<file path="src/rtl/u_scan_pkg.sv">
// Shared types for the u_scan bit enumerator.
package u_scan_pkg;

    typedef enum logic {
        IDLE = 1'b0,
        SCAN = 1'b1
    } state_e;

endpackage

</file>
<file path="src/rtl/u_scan_ffs.sv">
// Combinational find-first over a residual vector: index of the first bit equal
// to MATCH_BIT (LSB- or MSB-first), plus any-match and exactly-one-match flags.
module u_scan_ffs #(
    parameter int W         = 32,
    parameter int MATCH_BIT = 1,
    parameter int LSB       = 1,
    localparam int IW       = $clog2(W)
) (
    input  logic [W-1:0]  vec_i,
    output logic [IW-1:0] idx_o,
    output logic          any_o,
    output logic          one_o
);

    logic [W-1:0] m;

    assign m = (MATCH_BIT != 0) ? vec_i : ~vec_i;

    // Later loop iterations win, so walk from the far end toward the preferred end.
    always_comb begin
        idx_o = '0;
        if (LSB != 0) begin
            for (int i = W - 1; i >= 0; i--)
                if (m[i]) idx_o = IW'(i);
        end else begin
            for (int i = 0; i < W; i++)
                if (m[i]) idx_o = IW'(i);
        end
    end

    assign any_o = |m;
    assign one_o = any_o && ((m & (m - W'(1))) == '0);

endmodule

</file>
<file path="src/rtl/u_scan.sv">
// Enumerates the positions of matching bits in an accepted vector, one beat per
// handshake. Optional U_SCAN_COUNT_EN adds o_cnt (match count of the vector).
module u_scan
    import u_scan_pkg::*;
#(
    parameter int W         = 32,
    parameter int MATCH_BIT = 1,
    parameter int LSB       = 1
) (
    input  logic                 i_clk,
    input  logic                 i_rst,
    input  logic                 i_x_vld,
    input  logic [W-1:0]         i_x,
    output logic                 o_x_rdy,
    output logic                 o_idx_vld,
    output logic [$clog2(W)-1:0] o_idx,
    output logic                 o_idx_last,
    output logic                 o_none,
`ifdef U_SCAN_COUNT_EN
    output logic [$clog2(W+1)-1:0] o_cnt,
`endif
    input  logic                 i_idx_rdy
);

    localparam int IW = $clog2(W);

    state_e         state_q, state_d;
    logic [W-1:0]   r_q, r_d;
    logic [IW-1:0]  f_idx;
    logic           f_any, f_one;
    logic           hs;

    u_scan_ffs #(.W(W), .MATCH_BIT(MATCH_BIT), .LSB(LSB)) u_ffs (
        .vec_i (r_q),
        .idx_o (f_idx),
        .any_o (f_any),
        .one_o (f_one)
    );

    // Outputs depend only on registered state, so they stay stable under stall.
    always_comb begin
        state_d    = state_q;
        r_d        = r_q;
        o_x_rdy    = (state_q == IDLE);
        o_idx_vld  = (state_q == SCAN);
        o_none     = o_idx_vld & ~f_any;
        o_idx      = (o_idx_vld && f_any) ? f_idx : '0;
        o_idx_last = o_idx_vld & (f_one | ~f_any);
        hs         = o_idx_vld & i_idx_rdy;
        case (state_q)
            IDLE: begin
                if (i_x_vld) begin
                    r_d     = i_x;
                    state_d = SCAN;
                end
            end
            SCAN: begin
                if (hs) begin
                    if (f_any) r_d = r_q ^ (W'(1) << f_idx);
                    if (o_idx_last) state_d = IDLE;
                end
            end
            default: state_d = IDLE;
        endcase
    end

    always_ff @(posedge i_clk) begin
        if (i_rst) begin
            state_q <= IDLE;
            r_q     <= '0;
        end else begin
            state_q <= state_d;
            r_q     <= r_d;
        end
    end

`ifdef U_SCAN_COUNT_EN
    logic [$clog2(W+1)-1:0] cnt_q, cnt_d;
    logic [W-1:0]           xm;

    assign xm = (MATCH_BIT != 0) ? i_x : ~i_x;

    always_comb begin
        cnt_d = '0;
        for (int i = 0; i < W; i++)
            cnt_d = cnt_d + ($clog2(W+1))'(xm[i]);
    end

    always_ff @(posedge i_clk) begin
        if (i_rst)
            cnt_q <= '0;
        else if (o_x_rdy && i_x_vld)
            cnt_q <= cnt_d;
    end

    assign o_cnt = cnt_q;
`endif

endmodule
</file>
<file path="config.mk">
export PLATFORM = sky130hd
export DESIGN_NAME = u_scan
export DESIGN_NICKNAME = d
export VERILOG_FILES = /design/src/rtl/u_scan_pkg.sv /design/src/rtl/u_scan_ffs.sv /design/src/rtl/u_scan.sv
export SDC_FILE = /design/constraint.sdc
export NUM_CORES = 1
export LEC_CHECK = 0
export BUFFER_PORTS_ARGS = -buffer_cell sky130_fd_sc_hd__buf_2
export CAP_MARGIN = 25
export CORE_MARGIN = 3
export CORE_UTILIZATION = 45
export CTS_CLUSTER_SIZE = 30
export DETAILED_ROUTE_END_ITERATION = 8
export GPL_ROUTABILITY_DRIVEN = 0
export PLACE_DENSITY = 0.78
export SYNTH_ARGS = -nofsm -noshare
export SYNTH_HDL_FRONTEND = slang
export SYNTH_SLANG_ARGS = --single-unit
export TNS_END_PERCENT = 50
</file>
<file path="constraint.sdc">
create_clock -name i_clk -period 2.4 [get_ports i_clk]
set_input_delay 0.36 -clock i_clk [delete_from_list [all_inputs] [get_ports i_clk]]
set_output_delay 0.36 -clock i_clk [all_outputs]
set_load 0.05 [all_outputs]
</file>
==> results.cfg <==
[outcome]
status = finished with violations
failed_checks = negative setup slack

[timing]
setup_violators_final = 36
grt_setup_unrepaired = true
min_period_ns = 2.99
setup_ws_ns = -0.588
drv_slew = 0
max_slew.worst_pin.slew_ns = 0.670
max_freq_ghz = 0.335
clock_skew_ns = 0.0160
maxSlewHeadroom_pct = 55.3
number_of_hold_violations_in_the_final_report = 0
period_share_pct = 124

[floorplanning]
floorplan.die_area_sq_mm = 0.00576
die_span_x_microns = 75.9
pin_count = 45
floorplan.initialDensity_pct = 48.5
die_h_microns = 75.9
core_sq_mm = 0.00453
row_count = 24

[power_and_ir_drop]
p_per_area_mw_per_mm2 = 616
leak_nw = 1.40
power_frac_clock_pct = 27.6
seq_power_share_pct = 30.6
vdd.ir_drop.worst_mv = 0.312
netSwitchingFraction_pct = 36.4
internal_power_w = 0.00131
pwr-share-comb_pct = 41.8
total_switching_power_w = 0.000749

[synth]
top_cells_by_area_synth = dfxtp_1 (30%), a21oi_1 (10%), nor2_1 (6.8%)
ys_ff_latch = 33
yosysTopAreaCell = dfxtp_1
synth_cell_types = 57
number_of_enable_flip_flop_cells_after_synthesis = 0
syn-mean-instance-area_sq_um = 7.33
yosysWarningCount = 0
netlist_instances = 300
netlist_top_cells_count = a21oi_1 (45), nor2_1 (40), nand2_1 (38), dfxtp_1 (33), o21ai_0 (22)
dominantRegCellSynth = dfxtp_1
post-synth-top-count-cell = a21oi_1
synth_async_sr_flop_share_pct = 0
syn-num-nets = 336
synth_sequential_area_ratio_pct = 30.0
syn_area_sq_mm = 0.00220
yosys.area.top_type_share_pct = 30.0

[cts]
clockRootBuffer = clkbuf_8
tritoncts = done
cts_made_buffers = 5
htreeDepth = 2
ctsHoldBuffers = 0
cts.path.max_buffers = 2
clock_sinks = 33
worst_setup_hold_path_clk_slew_ns = 0.08
clock_latency_late_sink_ns = 0.31

[critical_path]
cp_slowest_cell = dfxtp_2
critPathRequiredTime_ns = 2.04
cp_max_fo = 7
cp_slowest_stage_delay_ns = 0.35
arrival_ns = 2.63
crit_chain = nor4_4, buf_4, nand4_1, buf_6, buf_4, a21oi_1, a21oi_1, a2111oi_2, and3_1, buf_6
worstSetupPathType = reg2out
setup.worst_path.start_class = flop
timing.critical_path.to_type = output pin

[detailed_routing]
vias_per_cell = 6.24
route.final.wire_length_microns = 8600
num_vias = 2938
routed-wl-met2_microns = 3970
drc = 0
maxUsedRoutingLayer = met4
detail_route.first_pass.iterations = 6
wl_met1_microns = 3320
wl_per_cell_microns = 18.3
detail-route-antenna-nets = 0
wl_met3_microns = 856
drt_iter0_drc = 416

[grt]
grt_first_pass_wirelength_microns = 12300
grt_max_degree = 34
first_global_vias = 2633
grt_antenna_before_repair = 0
globalRouteTotalUtil_pct = 26.0
grt_overflow_total = 0

[placed_design]
pre_cts_ws_ns = -0.308
placed_cells = 450
place_hpwl_microns = 4970
total_placed_instance_area_sq_mm = 0.00288
placement.io_buffers = 44

[run]
cap_viol_max_count = 0

[finish]
diodes = 0
final.fill_count = 299
finish.net_count = 441
finish.instance_area_sq_mm = 0.00334
area_delta_synth_final_pct = 51.9
post_route_cells_drive_above_1_share_pct = 44.8
final_cells = 471

[min_path]
holdCritPathClass = in2reg
==> per-stage QoR <==
step | setup TNS [ns] | hold slack (ns) | util (%) | power [W]
finish | -2.60 | 0.281 | 73.7 | 0.00206
global route | -5.10 | 0.299 | 73.7 | 0.00214
CTS | -0.962 | 0.288 | 69.2 | 0.00192
detailed placement | -0.308 | 0.547 | 63.5 | 0.00131
global placement | -0.272 | 0.538 | 63.5 | 0.00130
floorplan | -1.26 | 0.456 | - | 0.00105
==> power by group through the flow <==
stage / Clock [W] / Sequential [W] / Combinational [W]
2_1_floorplan: 0 / 0.000642 / 0.000404
3_3_place_gp: 0 / 0.000628 / 0.000668
3_5_place_dp: 0 / 0.000630 / 0.000679
6_report: 0.000567 / 0.000630 / 0.000860
5_1_grt: 0.000593 / 0.000633 / 0.000911
4_1_cts: 0.000558 / 0.000621 / 0.000739
==> layout by cell type, fill, tap and decap left out, types with 4 or more instances in the layout <==
cell and instances:
nor2_1 37, o21ai_2 13, dfxtp_2 8, dfxtp_1 23
buf_4 66, nand2_1 36, a32oi_1 4, inv_1 10
nor3_1 9, a21oi_1 39, buf_6 9, buf_2 38
clkbuf_8 6, o21ai_0 9, a21oi_2 6, o21ai_1 11
nor4_4 5
==> final cells by class <==
type,count,area (sq um),area share (%)
Clock buffer,7,86.3,2.58
Multi-Input combinational cell,238,1570,46.9
Tap cell,65,81.3,2.43
Sequential cell,33,678,20.3
Clock inverter,1,30.0,0.899
Timing Repair Buffer,117,862,25.8
Inverter,10,37.5,1.12
==> path summary, 6_finish.rpt <==
path	to	depth (start not counted)	slack (ns)	start
setup / recovery	o_idx_last	10	-0.59	r_q[5]
hold / removal	r_q[31]	3	0.28	i_x[31]
setup reg to reg	r_q[11]	13	-0.17	r_q[5]
hold reg to reg	r_q[30]	2	0.54	r_q[30]
==> cell families after synthesis <==
logic type	Yosys count	synth area share, %
simple gates	116	26.8
compound gates	120	35.8
mux	1	0.455
buf+inv	29	6.43
flops	33	30.0
fa+ha+maj	1	0.455
==> repair_timing <==
action                                  CTS  global route
cloned                                    0             1
pin swaps                                14            49
gates resized for setup                  30            47
endpoints found under the setup margin    6            18
setup buffers                             6             6
==> sequential cells by signal, indices dropped and copies added, names as in the netlist <==
register,count
o_idx_vld,1
r_q,32
==> critical path: cells and delay by family (launching register included) <==
family,cells,cell delay (ns)
AOI/OAI and AO/OA,3,0.53
and+or+nand+nor,3,0.75
DFF,1,0.35
buffers and inverters,4,0.68
==> layer usage <==
metal  global-route usage (%)  up-vias
li1                         -     1311
met1                     31.3     1352
met2                     41.6      217
met3                     7.70       58
met4                     14.3        0
met5                        0        -
Note: power is estimated with default switching activity, not from simulation.
